<file path="src/rtl/ets_ps_pkg.sv">
// Shared defaults and controller state encoding for the MMCM fine-phase-shift controller.
package ets_ps_pkg;
  localparam int DEF_PERIOD_STEPS = 448;
  localparam int DEF_POS_W        = 16;
  localparam int DEF_TIMEOUT      = 255;

  typedef enum logic [2:0] {
    IDLE,
    ISSUE,
    WAIT_DONE,
    COMPLETE,
    FAULT
  } ps_state_t;
endpackage

</file>
<file path="src/rtl/ets_ps_path.sv">
// Shortest-path phase move: direction and step count from the current position to an absolute target.
module ets_ps_path
  import ets_ps_pkg::*;
#(
  parameter int PERIOD_STEPS = DEF_PERIOD_STEPS,
  parameter int POS_W        = DEF_POS_W
) (
  input  logic [POS_W-1:0] cur_pos,
  input  logic [POS_W-1:0] target,
  output logic             incdec,
  output logic [POS_W-1:0] steps,
  output logic             range_err
);
  localparam logic signed [POS_W:0] PERIOD_S = PERIOD_STEPS[POS_W:0];
  localparam logic signed [POS_W:0] HALF_S   = PERIOD_S >>> 1;

  logic signed [POS_W:0] diff_raw;
  logic signed [POS_W:0] diff_mod;
  logic signed [POS_W:0] diff_back;

  assign diff_raw  = $signed({1'b0, target}) - $signed({1'b0, cur_pos});
  assign diff_mod  = diff_raw[POS_W] ? diff_raw + PERIOD_S : diff_raw;
  assign diff_back = PERIOD_S - diff_mod;

  // a half-period tie goes forward
  assign incdec    = (diff_mod <= HALF_S);
  assign steps     = incdec ? POS_W'(diff_mod) : POS_W'(diff_back);
  assign range_err = ($signed({1'b0, target}) >= PERIOD_S);
endmodule

</file>
<file path="src/rtl/ets_ps_ctrl.sv">
// Steps the MMCM dynamic phase shifter one fine step at a time to an absolute target,
// tracking position with wrap and latching timeout/unlock/range errors.
module ets_ps_ctrl
  import ets_ps_pkg::*;
#(
  parameter int PERIOD_STEPS = DEF_PERIOD_STEPS,
  parameter int POS_W        = DEF_POS_W,
  parameter int TIMEOUT      = DEF_TIMEOUT
) (
  input  logic             ps_clk,
  input  logic             free_run_rst,
  input  logic             locked,
  input  logic             cmd_valid,
  output logic             cmd_ready,
  input  logic [POS_W-1:0] cmd_target,
  input  logic             clear_err,
  output logic             ps_en,
  output logic             ps_incdec,
  input  logic             ps_done,
  output logic [POS_W-1:0] cur_pos,
  output logic             busy,
  output logic             done_pulse,
  output logic             err_timeout,
  output logic             err_unlock,
  output logic             err_range
);
  localparam int               CNT_W     = $clog2(TIMEOUT + 1);
  localparam logic [CNT_W-1:0] WAIT_LAST = CNT_W'(TIMEOUT - 1);
  localparam logic [POS_W-1:0] POS_MAX   = POS_W'(PERIOD_STEPS - 1);

  ps_state_t        state, state_nx;
  logic [POS_W-1:0] remaining;
  logic             dir;
  logic [CNT_W-1:0] wait_cnt;

  logic             p_incdec, p_range;
  logic [POS_W-1:0] p_steps;

  logic accept, load, take, clr, set_rng, set_to, set_unl;

  ets_ps_path #(
    .PERIOD_STEPS (PERIOD_STEPS),
    .POS_W        (POS_W)
  ) u_path (
    .cur_pos   (cur_pos),
    .target    (cmd_target),
    .incdec    (p_incdec),
    .steps     (p_steps),
    .range_err (p_range)
  );

  assign cmd_ready  = (state == IDLE) && locked && !(err_timeout || err_unlock || err_range);
  assign accept     = cmd_valid && cmd_ready;
  assign ps_en      = (state == ISSUE);
  assign ps_incdec  = dir;
  assign busy       = (state != IDLE);
  assign done_pulse = (state == COMPLETE);

  always_ff @(posedge ps_clk) begin
    if (free_run_rst) state <= IDLE;
    else              state <= state_nx;
  end

  always_comb begin
    state_nx = state;
    load     = 1'b0;
    take     = 1'b0;
    clr      = 1'b0;
    set_rng  = 1'b0;
    set_to   = 1'b0;
    set_unl  = 1'b0;
    case (state)
      IDLE: begin
        clr = clear_err;
        if (accept) begin
          if (p_range) begin
            set_rng = 1'b1;
          end else if (p_steps == '0) begin
            state_nx = COMPLETE;
          end else begin
            load     = 1'b1;
            state_nx = ISSUE;
          end
        end
      end
      ISSUE: begin
        if (!locked) begin
          set_unl  = 1'b1;
          state_nx = FAULT;
        end else begin
          state_nx = WAIT_DONE;
        end
      end
      WAIT_DONE: begin
        // a step completing in the timeout cycle still counts
        if (!locked) begin
          set_unl  = 1'b1;
          state_nx = FAULT;
        end else if (ps_done) begin
          take     = 1'b1;
          state_nx = (remaining == POS_W'(1)) ? COMPLETE : ISSUE;
        end else if (wait_cnt == WAIT_LAST) begin
          set_to   = 1'b1;
          state_nx = FAULT;
        end
      end
      COMPLETE: begin
        if (!locked) begin
          set_unl  = 1'b1;
          state_nx = FAULT;
        end else begin
          state_nx = IDLE;
        end
      end
      FAULT: begin
        if (clear_err) begin
          clr      = 1'b1;
          state_nx = IDLE;
        end
      end
      default: state_nx = IDLE;
    endcase
  end

  always_ff @(posedge ps_clk) begin
    if (free_run_rst) begin
      cur_pos     <= '0;
      remaining   <= '0;
      dir         <= 1'b0;
      wait_cnt    <= '0;
      err_timeout <= 1'b0;
      err_unlock  <= 1'b0;
      err_range   <= 1'b0;
    end else begin
      if (load) begin
        remaining <= p_steps;
        dir       <= p_incdec;
      end else if (take) begin
        remaining <= remaining - 1'b1;
      end

      if (state == ISSUE)          wait_cnt <= '0;
      else if (state == WAIT_DONE) wait_cnt <= wait_cnt + 1'b1;

      // the MMCM relocks at zero offset, so an unlocked position is zero
      if (!locked) begin
        cur_pos <= '0;
      end else if (take) begin
        if (dir) cur_pos <= (cur_pos == POS_MAX) ? '0 : cur_pos + 1'b1;
        else     cur_pos <= (cur_pos == '0) ? POS_MAX : cur_pos - 1'b1;
      end

      if (clr) begin
        err_timeout <= 1'b0;
        err_unlock  <= 1'b0;
        err_range   <= 1'b0;
      end
      if (set_to)  err_timeout <= 1'b1;
      if (set_unl) err_unlock  <= 1'b1;
      if (set_rng) err_range   <= 1'b1;
    end
  end
endmodule
</file>
<file path="config.mk">
export PLATFORM = sky130hd
export DESIGN_NAME = ets_ps_ctrl
export DESIGN_NICKNAME = d
export VERILOG_FILES = /design/src/rtl/ets_ps_pkg.sv /design/src/rtl/ets_ps_path.sv /design/src/rtl/ets_ps_ctrl.sv
export SDC_FILE = /design/constraint.sdc
export NUM_CORES = 1
export LEC_CHECK = 0
export CORE_MARGIN = 2
export CORE_UTILIZATION = 45
export CTS_CLUSTER_SIZE = 24
export DETAILED_ROUTE_END_ITERATION = 12
export GPL_TIMING_DRIVEN = 0
export PLACE_DENSITY = 0.65
export REMOVE_ABC_BUFFERS = 1
export SLEW_MARGIN = 20
export SYNTH_ARGS = -nofsm -noshare
export SYNTH_HDL_FRONTEND = slang
export SYNTH_SLANG_ARGS = --single-unit
</file>
<file path="constraint.sdc">
create_clock -name ps_clk -period 9.6 [get_ports ps_clk]
set_input_delay 2.88 -clock ps_clk [delete_from_list [all_inputs] [get_ports ps_clk]]
set_output_delay 2.88 -clock ps_clk [all_outputs]
set_load 0.05 [all_outputs]
</file>
=== Yosys cells after proc, flatten, opt, wreduce, memory -nomap -nowiden ===
Index checks and enable logic that the tools add are counted.

* Register bits after elaboration: 47
* Input port bits: 22
* Word-level logic and storage cells: 87
* Output and inout port bits: 24

* Reductions and logical operators: 18
* Multiplexer cells: 40
* Magnitude comparators: 2
* Equal/unequal tests: 11
* Add/subtract/negate cells: 7
* Bitwise gates (word level): 1

{| class="wikitable"
|+ Operators by type and width
! kind !! number
|-
| $mux W16 || 6
|-
| $logic_not A16 Y1 || 2
|-
| $sub A16 B1 Y16 const B || 2
|-
| $mux W3 || 8
|-
| $mux W1 || 21
|-
| $add A17 B10 Y17 const B || 1
|-
| $le A17 B9 Y1 const B || 1
|-
| $mux W17 || 1
|-
| $sub A16 B16 Y17 || 1
|-
| $add A16 B1 Y16 const B || 1
|-
| $eq A16 B1 Y1 const B || 1
|-
| $eq A16 B9 Y1 const B || 1
|-
| $ge A16 B9 Y1 const B || 1
|-
| $sub A10 B16 Y16 const A || 1
|-
| $pmux W3 S5 || 1
|-
| $add A8 B1 Y8 const B || 1
|-
| $eq A8 B8 Y1 const B || 1
|-
| $reduce_bool A2 Y1 || 4
|-
| $eq A3 B2 Y1 const B || 2
|-
| $ne A2 B2 Y1 const B || 3
|-
| $mux W2 || 2
|-
| $ne A4 B4 Y1 const B || 1
|-
| $reduce_and A4 Y1 || 1
|-
| $reduce_or A2 Y1 || 2
|-
| other kinds (10) || 13
|}

=== Logic depth before layout (Yosys ltp) ===
* Word-level depth: 11
* Depth in mapped cells: 21
* Gate-level depth less buffers: 20

=== By module ===
A second synthesis with hierarchy kept.

* Cell total of the unflattened synthesis: 690
* Area, all modules: 5138.7 um^2

{| class="wikitable"
|+ By module, submodules not included
! module !! sequential area each (um^2) !! area an instance (um^2) !! times used !! cells each
|-
| ets_ps_ctrl || 940.9 || 3100.5 || 1 || 406
|-
| ets_ps_path || 0.0 || 2038.2 || 1 || 284
|}

=== Least setup slack after synthesis ===
No wires, ideal clock.

* Path type: input-to-output
* Start: input port locked
* End: output port cmd_ready
* Arrival: 4.762 ns
* Cell stages on the path: 3
* Slack: 1.958 ns
* Buffers on the path: 1
* Required time: 6.720 ns
* Path through: clkbuf_1 > nand2b_1 > nor4_1

* Longest elaborated chain between the ends: 2

{| class="wikitable"
|+ Ends and longest elaborated chain
! element !! line !! source
|-
| start, declared || ets_ps_ctrl.sv:12 || <nowiki>input logic locked,</nowiki>
|-
| $logic_and A1 B1 Y1 (2 in a row) || ets_ps_ctrl.sv:52 || <nowiki>assign cmd_ready = (state == IDLE) && locked && !(err_timeout || err_unlock || err_range);</nowiki>
|-
| end, declared || ets_ps_ctrl.sv:14 || <nowiki>output logic cmd_ready,</nowiki>
|}

Every way passes these cells.

=== Final worst setup path ===
* Start: input port cmd_target[0]
* End: register remaining[0]

* Longest elaborated chain between the ends: 11
* Elaborated cells on any way between the ends: 14
* Classes of those cells: 3 x add/sub; 2 x order compare; 7 x mux; 2 x reduce/logical

{| class="wikitable"
|+ Ends and longest elaborated chain
! element !! line !! source
|-
| start, declared || ets_ps_ctrl.sv:15 || <nowiki>input logic [POS_W-1:0] cmd_target,</nowiki>
|-
| $sub A16 B16 Y17 || ets_ps_path.sv:21 || <nowiki>assign diff_raw = $signed({1'b0, target}) - $signed({1'b0, cur_pos});</nowiki>
|-
| $add A17 B10 Y17 || ets_ps_path.sv:22 || <nowiki>assign diff_mod = diff_raw[POS_W] ? diff_raw + PERIOD_S : diff_raw;</nowiki>
|-
| $mux W17 || ets_ps_path.sv:22 ||
|-
| $sub A10 B16 Y16 or $le A17 B9 Y1 (tied branches) || ets_ps_path.sv:23, ets_ps_path.sv:26 ||
|-
| $mux W16 || ets_ps_path.sv:27 || <nowiki>assign steps = incdec ? POS_W'(diff_mod) : POS_W'(diff_back);</nowiki>
|-
| $logic_not A16 Y1 || ets_ps_ctrl.sv:78 || <nowiki>end else if (p_steps == '0) begin</nowiki>
|-
| $mux W1 || ets_ps_ctrl.sv:78 ||
|-
| $mux W1 || ets_ps_ctrl.sv:76 || <nowiki>if (p_range) begin</nowiki>
|-
| $mux W1 || ets_ps_ctrl.sv:75 || <nowiki>if (accept) begin</nowiki>
|-
| $mux W1 || ets_ps_ctrl.sv:72 || <nowiki>case (state)</nowiki>
|-
| $mux W16 or $reduce_bool A2 Y1 (tied branches) || n/a ||
|-
| end signal, assigned || ets_ps_ctrl.sv:136 || <nowiki>remaining <= p_steps;</nowiki>
|-
| end signal, assigned || ets_ps_ctrl.sv:139 || <nowiki>remaining <= remaining - 1'b1;</nowiki>
|-
| end, declared || ets_ps_ctrl.sv:32 || <nowiki>logic [POS_W-1:0] remaining;</nowiki>
|}

Parallel ways exist; a longest one is shown, timed or not.
A chain may end at the register's enable or synchronous reset.

==> impl_metrics.toml <==
[worst_setup_path]
startpoint_type = "input pin"
crit_required_ps = 9830
crit_arrival_ps = 9300
end_kind = "register"
crit_type = "input pin to register"
crit_fanout = 20

[power_and_ir_drop]
p_comb_share_pct = 31.0
internal_power_mw = 0.336
clkPwrFrac_pct = 30.7
power_mw = 0.511
pwr-share-seq_pct = 38.3
leakagePower_nw = 1.95
powerDensity_nw_per_um2 = 92.2
power.switching_mw = 0.175
vdd_drop_max_mv = 0.0625
swShare_pct = 34.2

[floorplan]
die_x_um = 109
die_height_um = 109
start_util_pct = 45.8
num_rows = 38
die_area_um2 = 11800
core_area_um2 = 10700
ios = 46

[route]
routed_wl_um = 13400
antenna_left = 0
via_count = 5143
dr.pass1.iters = 5
avgRoutedWirePerCell_um = 15.8
drtIter0Drc = 468
drt-vias-per-instance = 6.04
drc = 0

[grt]
grt_antenna_before_repair = 0
first_global_vias = 4669
grt_pass1_wl_um = 21800
grt_overflow = 0
track_usage_pct = 22.6
grt_max_degree = 26

[clock_tree]
clkSinkCount = 47
cts_buffer_depth = 2
clock_latency_ps = 310
postCtsSetupBuffers = 0
cts_buffers = 5
cts.reportedPaths.clkPinSlew_ps = 100
cts_resized = 0
cts_root_buf = "clkbuf_8"
cts-hold-fix-buffers = 0
h-tree-depth = 2
cts_tree = "yes"

[sta]
setup-tns-final_ps = 0
tightestPinTransition_ps = 989
period_share_pct = 94.5
final_hold_viol_count = 0
holdWs_ps = 485
rsz0062_at_grt = "false"
clock_skew_ps = 17.0
relSlewSlack_pct = 33.8
slew_violations = 0
setup_violations = 0
min_period_ps = 9070
clock.fmax_mhz = 110

[logic_synthesis]
synth_warnings = 0
synth_edf_count = 0
ys_types = 78
postSynthCellCount = 689
async_flop_share_pct = 0
syn_area_per_cell_um2 = 7.14
ys_ff_latch = 47
ys_seq_area_share_pct = 19.1
synth_top_area_cell = "dfxtp_1"
synth_top_area_share_pct = 19.1
synthTopCellsByArea = "dfxtp_1, ha_1, xnor2_1, nor2_1, a21oi_1"
syn-cell-area_um2 = 4920
synthFlopType = "dfxtp_1"

[finish]
utilization_pct = 51.6
num-fill-cells = 1101
antenna_cells = 0
layout-drive-gt1-share_pct = 4.49
areaGrowthSynthToFinish_pct = 12.6
nNetsFinal = 759

[min_path]
min_path_type = "register to register"

[placed_design]
gp_congestion = 0.896
port_buffers = 45
dp_hpwl_um = 10200

[run]
cap_violations = 0

[status]
status = "complete, no violations"
layout by cell type (no fill, tap or decap), types with 10 or more instances in the layout:
| master | instances |
|---|---|
| nor4_1 | 16 |
| nor2_1 | 76 |
| and3_1 | 16 |
| clkdlybuf4s50_1 | 45 |
| a211oi_1 | 10 |
| o21ai_0 | 31 |
| nand3_1 | 28 |
| nand2_1 | 65 |
| a31oi_1 | 11 |
| nor3_1 | 27 |
| ha_1 | 25 |
| a21oi_1 | 55 |
| xnor2_1 | 34 |
| dfxtp_1 | 47 |
| xor2_1 | 16 |
| or3_1 | 11 |
| inv_1 | 29 |
critical path: stages:
cell             delay (ps)
clkdlybuf4s50_1         450
inv_1                    50
ha_1                    210
fa_1                    390
nand2b_1                220
a21bo_4                 250
nand2_1                  90
xor2_2                  320
inv_2                   160
ha_1                    250
and3_1                  190
nor3_1                  340
nand3_1                 170
o31ai_1                 790
nand2_1                 440
mux2_2                  390
a2111o_1                430
o31ai_4                 800
mux2_1                  380
nor2_1                   80
worst paths after layout:
path | from | to | slack [ps] | cells after the start
hold reg to reg | remaining[8] | remaining[8] | 490 | 2
setup reg to reg | cur_pos[1] | remaining[0] | 2960 | 18
setup / recovery | cmd_target[0] | remaining[0] | 530 | 20
hold / removal | remaining[8] | remaining[8] | 490 | 2
final cells by class:
| class | instances | area [µm²] | share of cell area, % |
|---|---|---|---|
| clock buffer | 5 | 68.8 | 1.24 |
| clock inverter | 3 | 46.3 | 0.836 |
| inverter | 31 | 116 | 2.10 |
| multi-input combinational | 581 | 3740 | 67.5 |
| sequential | 47 | 941 | 17.0 |
| tap | 140 | 175 | 3.16 |
| timing repair buffer | 45 | 450 | 8.13 |
power groups by stage:
stage	logic (mW)	registers, mW	clock network [mW]
floorplan	0.114	0.201	0
global placement	0.153	0.200	0
detailed placement	0.155	0.200	0
CTS	0.156	0.196	0.159
global route	0.172	0.196	0.166
finish	0.158	0.196	0.157
cell usage after synthesis, drive strengths merged (6+ instances only):
cell type,number
nor2,77
nand2,65
a21oi,56
dfxtp,47
o21ai,35
xnor2,34
inv,30
nand3,28
nor3,28
clkbuf,25
ha,25
a211oi,17
and3,17
nor4,17
xor2,17
a31oi,11
or3,11
a22oi,9
nand2b,9
nand4,9
a21o,8
and2,8
o211ai,8
or4,7
mux2i,6
o21a,6
stage by stage:
step	area [µm²]	setup slack (ps)	instances
4_1_cts	5530	593	852
3_3_place_gp	5420	352	844
6_report	5540	531	852
2_1_floorplan	4790	1750	659
5_1_grt	5540	23.7	852
3_5_place_dp	5420	299	844
flip-flops by register name, summed over array words and instances, names as in the netlist:
register and count:
wait_cnt 8, remaining 16, state 3, err_range 1, err_unlock 1, err_timeout 1
ps_incdec 1, cur_pos 16
kinds of logic (layout without fill, tap and decap cells):
family	Yosys count	after routing	share of synthesized area [%]
DFF	47	47	19.1
adders and majority gates	26	26	6.76
and+or+nand+nor	296	296	29.9
muxes	9	9	1.91
buffers and inverters	61	84	5.01
AOI/OAI and AO/OA	199	199	28.1
xor gates and xnor gates	51	51	9.23
routing by layer:
metal | global-route usage [%] | wire, µm | up-vias
met5 | 0 | 0 | -
met1 | 30.6 | 6450 | 2394
met4 | 5.13 | 155 | 0
li1 | - | - | 2584
met2 | 38.3 | 6130 | 150
met3 | 3.01 | 692 | 15
Power figures use the tool's default switching activity.
